## config.mk

```make
export PLATFORM = sky130hd
export DESIGN_NAME = s_axis_cc_adapt_x8_flat
export DESIGN_NICKNAME = d
export VERILOG_FILES = /design/src/rtl/s_axis_cc_adapt_x8_if.sv /design/src/rtl/s_axis_cc_adapt_x8.sv /design/src/flat_wrapper.sv
export SDC_FILE = /design/constraint.sdc
export NUM_CORES = 1
export LEC_CHECK = 0
export BUFFER_PORTS_ARGS = -buffer_cell sky130_fd_sc_hd__buf_2
export CORE_ASPECT_RATIO = 1.5
export CORE_MARGIN = 2
export CORE_UTILIZATION = 35
export CTS_CLUSTER_DIAMETER = 30
export DETAILED_ROUTE_END_ITERATION = 12
export GPL_ROUTABILITY_DRIVEN = 0
export GPL_TIMING_DRIVEN = 0
export HOLD_SLACK_MARGIN = 0.15
export PLACE_DENSITY_LB_ADDON = 0.08
export SLEW_MARGIN = 20
export SYNTH_ARGS = -nofsm -noshare
export SYNTH_HDL_FRONTEND = slang
export SYNTH_SLANG_ARGS = --single-unit
```

## constraint.sdc

```tcl
create_clock -name user_clk -period 24.7 [get_ports user_clk]
set_input_delay 7.41 -clock user_clk [delete_from_list [all_inputs] [get_ports user_clk]]
set_output_delay 7.41 -clock user_clk [all_outputs]
set_load 0.01 [all_outputs]
```

## src/rtl/s_axis_cc_adapt_x8_if.sv

```systemverilog
// Completer-completion stream bundle: legacy 3DW-header TLP side and UltraScale CC side.
// master drives legacy beats and IP-side ready; slave is the adapter.
interface s_axis_cc_adapt_x8_if #(
  parameter int DATA_WIDTH = 256,
  parameter int KEEP_WIDTH = DATA_WIDTH/8
);
  logic [DATA_WIDTH-1:0]    s_axis_cc_tdata;
  logic [KEEP_WIDTH-1:0]    s_axis_cc_tkeep;
  logic                     s_axis_cc_tlast;
  logic                     s_axis_cc_tvalid;
  logic                     s_axis_cc_tready;
  logic [3:0]               s_axis_cc_tuser;
  logic [DATA_WIDTH-1:0]    s_axis_cc_tdata_a;
  logic [DATA_WIDTH/32-1:0] s_axis_cc_tkeep_a;
  logic                     s_axis_cc_tlast_a;
  logic                     s_axis_cc_tvalid_a;
  logic [3:0]               s_axis_cc_tready_a;
  logic [32:0]              s_axis_cc_tuser_a;

  modport master (
    output s_axis_cc_tdata, s_axis_cc_tkeep, s_axis_cc_tlast, s_axis_cc_tvalid, s_axis_cc_tuser,
    input  s_axis_cc_tready,
    input  s_axis_cc_tdata_a, s_axis_cc_tkeep_a, s_axis_cc_tlast_a, s_axis_cc_tvalid_a, s_axis_cc_tuser_a,
    output s_axis_cc_tready_a
  );

  modport slave (
    input  s_axis_cc_tdata, s_axis_cc_tkeep, s_axis_cc_tlast, s_axis_cc_tvalid, s_axis_cc_tuser,
    output s_axis_cc_tready,
    output s_axis_cc_tdata_a, s_axis_cc_tkeep_a, s_axis_cc_tlast_a, s_axis_cc_tvalid_a, s_axis_cc_tuser_a,
    input  s_axis_cc_tready_a
  );
endinterface

```

## src/rtl/s_axis_cc_adapt_x8.sv

```systemverilog
// Legacy completion TLP -> UltraScale CC descriptor adapter with 2-entry output skid buffer.
// Optional length check / discontinue / DROP state: define LITEPCIE_CC_LEN_CHECK_EN.
module s_axis_cc_adapt_x8 #(
  parameter int DATA_WIDTH = 256,
  parameter int KEEP_WIDTH = DATA_WIDTH/8
) (
  input  logic user_clk,
  input  logic user_reset,
  s_axis_cc_adapt_x8_if.slave bus
);
  localparam int DW_N = KEEP_WIDTH/4;

  typedef struct packed {
    logic [DATA_WIDTH-1:0] data;
    logic [DW_N-1:0]       keep;
    logic                  last;
    logic                  disc;
  } beat_t;

  logic                  acc, hdr, push_en, pop, last_o, disc_o, rdy;
  logic [DW_N-1:0]       keep_dw;
  logic [31:0]           dw0, dw1, dw2;
  logic [10:0]           dw_cnt;
  logic [12:0]           byte_cnt;
  logic [95:0]           desc;
  logic [1:0]            cnt, cnt_nxt;
  beat_t                 in_beat, head, skid;
  logic                  unused_ok;

  assign acc       = bus.s_axis_cc_tvalid & rdy;
  assign unused_ok = ^{bus.s_axis_cc_tuser, bus.s_axis_cc_tready_a[3:1], bus.s_axis_cc_tkeep};

  for (genvar i = 0; i < DW_N; i++) begin : g_keep
    assign keep_dw[i] = bus.s_axis_cc_tkeep[4*i];
  end

  // Legacy DW0..DW2 -> CC descriptor; unlisted descriptor bits stay 0.
  always_comb begin
    dw0      = bus.s_axis_cc_tdata[31:0];
    dw1      = bus.s_axis_cc_tdata[63:32];
    dw2      = bus.s_axis_cc_tdata[95:64];
    dw_cnt   = '0;
    if (dw0[30]) dw_cnt = (dw0[9:0] == 10'd0) ? 11'd1024 : {1'b0, dw0[9:0]};
    byte_cnt = (dw1[11:0] == 12'd0) ? 13'd4096 : {1'b0, dw1[11:0]};
    desc          = '0;
    desc[6:0]     = dw2[6:0];
    desc[28:16]   = byte_cnt;
    desc[29]      = (dw0[28:24] == 5'b01011);
    desc[42:32]   = dw_cnt;
    desc[45:43]   = dw1[15:13];
    desc[46]      = dw0[14];
    desc[63:48]   = dw2[31:16];
    desc[71:64]   = dw2[15:8];
    desc[87:72]   = dw1[31:16];
    desc[91:89]   = dw0[22:20];
    desc[94:92]   = {1'b0, dw0[13:12]};
  end

`ifdef LITEPCIE_CC_LEN_CHECK_EN
  typedef enum logic [1:0] {HDR, BODY, DROP} state_t;
  state_t     state, state_nxt;
  logic [7:0] beats_left, beats_nxt, rem, hdr_bl;

  assign hdr_bl = 8'((dw_cnt + 11'd10) >> 3) - 8'd1;
  assign hdr    = (state == HDR);

  // rem = beats still owed after the current one
  always_comb begin
    state_nxt = state;
    beats_nxt = beats_left;
    last_o    = bus.s_axis_cc_tlast;
    disc_o    = 1'b0;
    push_en   = acc & (state != DROP);
    case (state)
      HDR:     rem = hdr_bl;
      BODY:    rem = beats_left - 8'd1;
      default: rem = '0;
    endcase
    if (acc) begin
      case (state)
        HDR, BODY: begin
          if (bus.s_axis_cc_tlast) begin
            state_nxt = HDR;
            beats_nxt = '0;
            disc_o    = (rem != 8'd0);
          end else if (rem == 8'd0) begin
            state_nxt = DROP;
            beats_nxt = '0;
            last_o    = 1'b1;
            disc_o    = 1'b1;
          end else begin
            state_nxt = BODY;
            beats_nxt = rem;
          end
        end
        default: if (bus.s_axis_cc_tlast) state_nxt = HDR;
      endcase
    end
  end

  always_ff @(posedge user_clk or posedge user_reset) begin
    if (user_reset) begin
      state      <= HDR;
      beats_left <= '0;
    end else begin
      state      <= state_nxt;
      beats_left <= beats_nxt;
    end
  end
`else
  logic in_pkt;

  assign hdr     = ~in_pkt;
  assign last_o  = bus.s_axis_cc_tlast;
  assign disc_o  = 1'b0;
  assign push_en = acc;

  always_ff @(posedge user_clk or posedge user_reset) begin
    if (user_reset)  in_pkt <= 1'b0;
    else if (acc)    in_pkt <= ~bus.s_axis_cc_tlast;
  end
`endif

  always_comb begin
    in_beat.data = hdr ? {bus.s_axis_cc_tdata[DATA_WIDTH-1:96], desc} : bus.s_axis_cc_tdata;
    in_beat.keep = keep_dw;
    in_beat.last = last_o;
    in_beat.disc = disc_o;
  end

  // head drives the IP; skid catches the beat that lands while the IP stalls
  assign pop = (cnt != 2'd0) & bus.s_axis_cc_tready_a[0];

  always_comb begin
    cnt_nxt = cnt;
    if (push_en & ~pop)      cnt_nxt = cnt + 2'd1;
    else if (~push_en & pop) cnt_nxt = cnt - 2'd1;
  end

  always_ff @(posedge user_clk or posedge user_reset) begin
    if (user_reset) begin
      head <= '0;
      skid <= '0;
      cnt  <= '0;
      rdy  <= 1'b0;
    end else begin
      case ({push_en, pop})
        2'b10: if (cnt == 2'd0) head <= in_beat; else skid <= in_beat;
        2'b01: if (cnt == 2'd2) head <= skid;
        2'b11: begin
          if (cnt == 2'd2) begin
            head <= skid;
            skid <= in_beat;
          end else begin
            head <= in_beat;
          end
        end
        default: ;
      endcase
      cnt <= cnt_nxt;
      rdy <= (cnt_nxt != 2'd2);
    end
  end

  assign bus.s_axis_cc_tready   = rdy;
  assign bus.s_axis_cc_tdata_a  = head.data;
  assign bus.s_axis_cc_tkeep_a  = head.keep;
  assign bus.s_axis_cc_tlast_a  = head.last;
  assign bus.s_axis_cc_tuser_a  = {32'd0, head.disc};
  assign bus.s_axis_cc_tvalid_a = (cnt != 2'd0);
endmodule

```

## src/flat_wrapper.sv

```systemverilog
// flat-port wrapper written by rule: the top's interface ports become plain ports
module s_axis_cc_adapt_x8_flat 
#(
  parameter int DATA_WIDTH = 256,
  parameter int KEEP_WIDTH = DATA_WIDTH/8
)
  (user_clk, user_reset, bus_s_axis_cc_tdata, bus_s_axis_cc_tkeep, bus_s_axis_cc_tlast, bus_s_axis_cc_tvalid, bus_s_axis_cc_tuser, bus_s_axis_cc_tready, bus_s_axis_cc_tdata_a, bus_s_axis_cc_tkeep_a, bus_s_axis_cc_tlast_a, bus_s_axis_cc_tvalid_a, bus_s_axis_cc_tuser_a, bus_s_axis_cc_tready_a);
  s_axis_cc_adapt_x8_if #(.DATA_WIDTH(DATA_WIDTH), .KEEP_WIDTH(KEEP_WIDTH)) bus_i ();
  input  logic user_clk;
  input  logic user_reset;
  input wire logic [$bits(bus_i.s_axis_cc_tdata)-1:0] bus_s_axis_cc_tdata;
  input wire logic [$bits(bus_i.s_axis_cc_tkeep)-1:0] bus_s_axis_cc_tkeep;
  input wire logic [$bits(bus_i.s_axis_cc_tlast)-1:0] bus_s_axis_cc_tlast;
  input wire logic [$bits(bus_i.s_axis_cc_tvalid)-1:0] bus_s_axis_cc_tvalid;
  input wire logic [$bits(bus_i.s_axis_cc_tuser)-1:0] bus_s_axis_cc_tuser;
  output wire logic [$bits(bus_i.s_axis_cc_tready)-1:0] bus_s_axis_cc_tready;
  output wire logic [$bits(bus_i.s_axis_cc_tdata_a)-1:0] bus_s_axis_cc_tdata_a;
  output wire logic [$bits(bus_i.s_axis_cc_tkeep_a)-1:0] bus_s_axis_cc_tkeep_a;
  output wire logic [$bits(bus_i.s_axis_cc_tlast_a)-1:0] bus_s_axis_cc_tlast_a;
  output wire logic [$bits(bus_i.s_axis_cc_tvalid_a)-1:0] bus_s_axis_cc_tvalid_a;
  output wire logic [$bits(bus_i.s_axis_cc_tuser_a)-1:0] bus_s_axis_cc_tuser_a;
  input wire logic [$bits(bus_i.s_axis_cc_tready_a)-1:0] bus_s_axis_cc_tready_a;
  assign bus_i.s_axis_cc_tdata = bus_s_axis_cc_tdata;
  assign bus_i.s_axis_cc_tkeep = bus_s_axis_cc_tkeep;
  assign bus_i.s_axis_cc_tlast = bus_s_axis_cc_tlast;
  assign bus_i.s_axis_cc_tvalid = bus_s_axis_cc_tvalid;
  assign bus_i.s_axis_cc_tuser = bus_s_axis_cc_tuser;
  assign bus_s_axis_cc_tready = bus_i.s_axis_cc_tready;
  assign bus_s_axis_cc_tdata_a = bus_i.s_axis_cc_tdata_a;
  assign bus_s_axis_cc_tkeep_a = bus_i.s_axis_cc_tkeep_a;
  assign bus_s_axis_cc_tlast_a = bus_i.s_axis_cc_tlast_a;
  assign bus_s_axis_cc_tvalid_a = bus_i.s_axis_cc_tvalid_a;
  assign bus_s_axis_cc_tuser_a = bus_i.s_axis_cc_tuser_a;
  assign bus_i.s_axis_cc_tready_a = bus_s_axis_cc_tready_a;
  s_axis_cc_adapt_x8 #(.DATA_WIDTH(DATA_WIDTH), .KEEP_WIDTH(KEEP_WIDTH)) u_core (.user_clk(user_clk), .user_reset(user_reset), .bus(bus_i));
endmodule
```

==> flow_summary_export.csv <==
group,metric,value,unit
yosys,synthesis.area,23800,µm²
floorplan,die_y,323.4,µm
clock_network,clock_sink_count,534,
layout,final_nets,3572,
sta,period_share,36.81,%
critical_path,cp_data_arrival_time,1.68,ns
hold_path,hold_path_class,"register to register",
sta,finalSetupViolations,0,
critical_path,crit_fanout,6,
layout,layout-drive-gt1-share,29.32,%
global_routing,grt_overflow,0,
sta,slew_headroom,52.35,%
yosys,syn_area_per_cell,9.205,µm²
sta,finalClockSkew,0.02089,ns
power,p_switching,1.772,mW
drt,drtAntennaViolNets,0,
sta,tightest_slew,0.7148,ns
power,p_leak,16.40,nW
run_status,outcome,"finished clean",
placement,dp_hpwl,63820,µm
clock_network,cts_buffer_depth,3,
yosys,async_flop_share,100.0,%
global_routing,grt_usage,23.70,%
critical_path,required,17.29,ns
drt,wl_per_cell,19.72,µm
yosys,ys_seq_area_share,56.14,%
power,p_seq_share,31.8,%
critical_path,cp-end-kind,"output pin",
power,power.share.clock,33.3,%
power,power_density,151.0,nW/µm²
floorplan,initial_core_util,35.20,%
power,peakVddDrop,80.78,µV
critical_path,cp-start-kind,"register",
drt,num_vias,20490,
global_routing,grt_pass1_vias,20910,
layout,area_delta_synth_final,34.18,%
placement,pre_cts_ws,15.15,ns
global_routing,grt_pass1_wl,126000,µm
clock_network,insertion_delay,0.65,ns
run,maxCapViolations,0,
global_routing,grt_start_max_net_pins,97,
floorplan,die-width,216.9,µm
yosys,ys_seq_elements,534,
clock_network,postCtsSetupBuffers,0,
clock_network,cts_max_level,3,
floorplan,io_pins,600,
drt,routed_via_density,4.808,
global_routing,antenna_found_initial,18,
drt,drtIter0Drc,1249,
clock_network,clock-root-buffer,"clkbuf_16",
floorplan,rows,117,
sta,tns,0,ns
sta,hold_violations,0,
power,power_frac_comb,35.0,%
yosys,synth_cells,2586,
critical_path,r2r_slack,22.02,ns
critical_path,worstSetupPathType,"register to output pin",
layout,n_fill_cell,6646,
critical_path,reg2reg_depth,8,
sta,rsz0062_at_grt,"no",
clock_network,cts_resized,0,
sta,final.setup.worst_slack,15.61,ns
floorplan,die_area,70160,µm²
clock_network,cts-hold-fix-buffers,0,
power,p_int,3.050,mW
clock_network,cts_tree,"done",
yosys,synth_cell_types,34,
power,p_sw_share,36.75,%
drt,post-route-drc-count,0,
sta,fin_crit,9.093,ns
floorplan,core,67630,µm²
critical_path,crit_path_start,"u_core.cnt[0]",
sta,max_freq,110.0,MHz
clock_network,path_clk_slew,0.05,ns
yosys,synth_edf_count,0,
sta,maxSlewViolCount,0,
critical_path,crit_end,"bus_s_axis_cc_tvalid_a",
critical_path,r2r-start,"u_core.cnt[0]",
drt,dr.pass1.iters,5,
yosys,ys.flop_type,"dfrtp_1",
drt,routed_wl,84070,µm
critical_path,rr_endpoint,"u_core.bus.s_axis_cc_tdata_a[255]",
clock_network,numCtsBuffers,109,
yosys,yosys_warnings,0,
placement,io_buffer_count,535,
-- through the flow --
stage	hold slack (ns)	power [mW]	cell area, µm²	cells	utilization, %
4_1_cts	0.4737	4.883	31920	4255	47.20
5_1_grt	0.4905	5.140	31940	4262	47.23
3_5_place_dp	0.4616	3.258	27890	4051	41.24
3_3_place_gp	0.4566	3.221	27720	4045	40.98
2_1_floorplan	0.4440	2.570	23920	2618	-
6_report	0.4676	4.823	31940	4262	47.23
-- flip-flops by register name (all words and copies together) (netlist names) --
signal / cells
u_core.bus.s_axis_cc_tready: 1
u_core.in_pkt: 1
u_core.cnt: 2
u_core.skid: 265
u_core.bus.s_axis_cc_tkeep_a: 8
u_core.bus.s_axis_cc_tdata_a: 256
u_core.bus.s_axis_cc_tlast_a: 1
-- critical path, cell delays in order, from the launching register on --
cell and delay (ns):
dfrtp_1 0.39, inv_1 0.09, ha_1 0.31, inv_1 0.09, buf_2 0.16
-- cells in the mapped netlist, types with 2 or more instances --
cell / n / area share (%)
dfrtp_1: 534 / 56
nand3_1: 30 / 0.63
nor4b_1: 2 / 0.074
a211oi_1: 4 / 0.13
buf_6: 35 / 1.7
and3_1: 2 / 0.053
mux2i_1: 146 / 6.1
a31oi_1: 184 / 4.8
inv_1: 73 / 1.2
a21oi_1: 4 / 0.084
ha_1: 2 / 0.11
xnor2_1: 2 / 0.074
buf_2: 97 / 2.0
or4_1: 3 / 0.095
nor4_1: 3 / 0.079
nor2_1: 185 / 2.9
nand2_1: 1027 / 16
o21ai_0: 48 / 1.0
mux2_2: 69 / 3.3
o21ai_1: 50 / 1.1
buf_4: 43 / 1.4
clkbuf_1: 31 / 0.49
-- worst min-delay path by stage --
| stage | from | endpoint | depth (start not counted) | slack [ns] |
|---|---|---|---|---|
| 5_1_grt | u_core.skid[254] | u_core.skid[254] | 2 | 0.49 |
| 6_report | u_core.skid[107] | u_core.skid[107] | 2 | 0.47 |
| 2_1_floorplan | u_core.skid[42] | u_core.skid[42] | 2 | 0.44 |
| 3_5_place_dp | u_core.skid[238] | u_core.skid[238] | 2 | 0.46 |
| 3_3_place_gp | u_core.skid[226] | u_core.skid[226] | 2 | 0.46 |
| 4_1_cts | u_core.skid[107] | u_core.skid[107] | 2 | 0.47 |
-- power groups by stage --
stage	Clock (mW)	Combinational (mW)	Sequential, mW
after floorplan	0	0.962	1.61
after global placement	0	1.69	1.53
after detailed placement	0	1.72	1.54
after CTS	1.63	1.72	1.53
after global routing	1.68	1.88	1.58
final	1.60	1.69	1.53
-- cell usage in the layout, fill, tap and decap left out, types with 3 or more instances in the layout --
master,netlist,final
a21oi_1,4,4
a31oi_1,184,184
nor2_1,185,185
clkinv_4,0,8
clkinv_2,0,11
bufinv_16,0,22
dfrtp_1,534,534
diode_2,0,7
a211oi_1,4,4
buf_4,43,43
inv_6,0,11
o21ai_1,50,50
clkbuf_16,0,110
clkbuf_8,0,14
or4_1,3,3
mux2i_1,146,146
buf_16,0,6
mux2_2,69,69
inv_1,73,72
clkinvlp_4,0,17
o21ai_0,48,48
conb_1,1,33
nand3_1,30,30
clkbuf_1,31,39
nor4_1,3,3
buf_2,97,632
buf_6,35,35
nand2_1,1027,1027
-- kinds of logic (layout without fill, tap and decap cells) --
| logic type | count (synthesis) | after routing | synth area share [%] |
|---|---|---|---|
| xor gates and xnor gates | 2 | 2 | 0.07360 |
| adders and majority gates | 2 | 2 | 0.1051 |
| muxes | 215 | 215 | 9.403 |
| AOI/OAI and AO/OA | 294 | 294 | 7.306 |
| other | 1 | 40 | 0.01575 |
| DFF | 534 | 534 | 56.14 |
| and+or+nand+nor | 1258 | 1258 | 20.25 |
| buffers and inverters | 280 | 1025 | 6.707 |
-- layer usage --
| metal | wire length [µm] | track usage [%] | up-vias | share of wire, % |
|---|---|---|---|---|
| met2 | 43340 | 42.84 | 685 | 52 |
| met4 | 2768 | 9.330 | 12 | 3.3 |
| met5 | 68 | 0 | - | 0.081 |
| met1 | 32010 | 26.51 | 9875 | 38 |
| li1 | - | - | 9763 | - |
| met3 | 5885 | 6.140 | 158 | 7.0 |
-- layout make-up --
class | instances | area, µm² | area share, %
flip-flops and latches | 534 | 13360 | 41.84
multi-input cells | 1804 | 8965 | 28.07
clock buffers | 132 | 2975 | 9.315
repair buffers | 541 | 2843 | 8.900
plain buffers | 207 | 1323 | 4.141
well taps | 892 | 1116 | 3.494
clock inverters | 72 | 1057 | 3.310
inverters | 73 | 281.5 | 0.8814
diodes | 7 | 17.52 | 0.05484
Note: power is estimated with default switching activity, not from simulation.
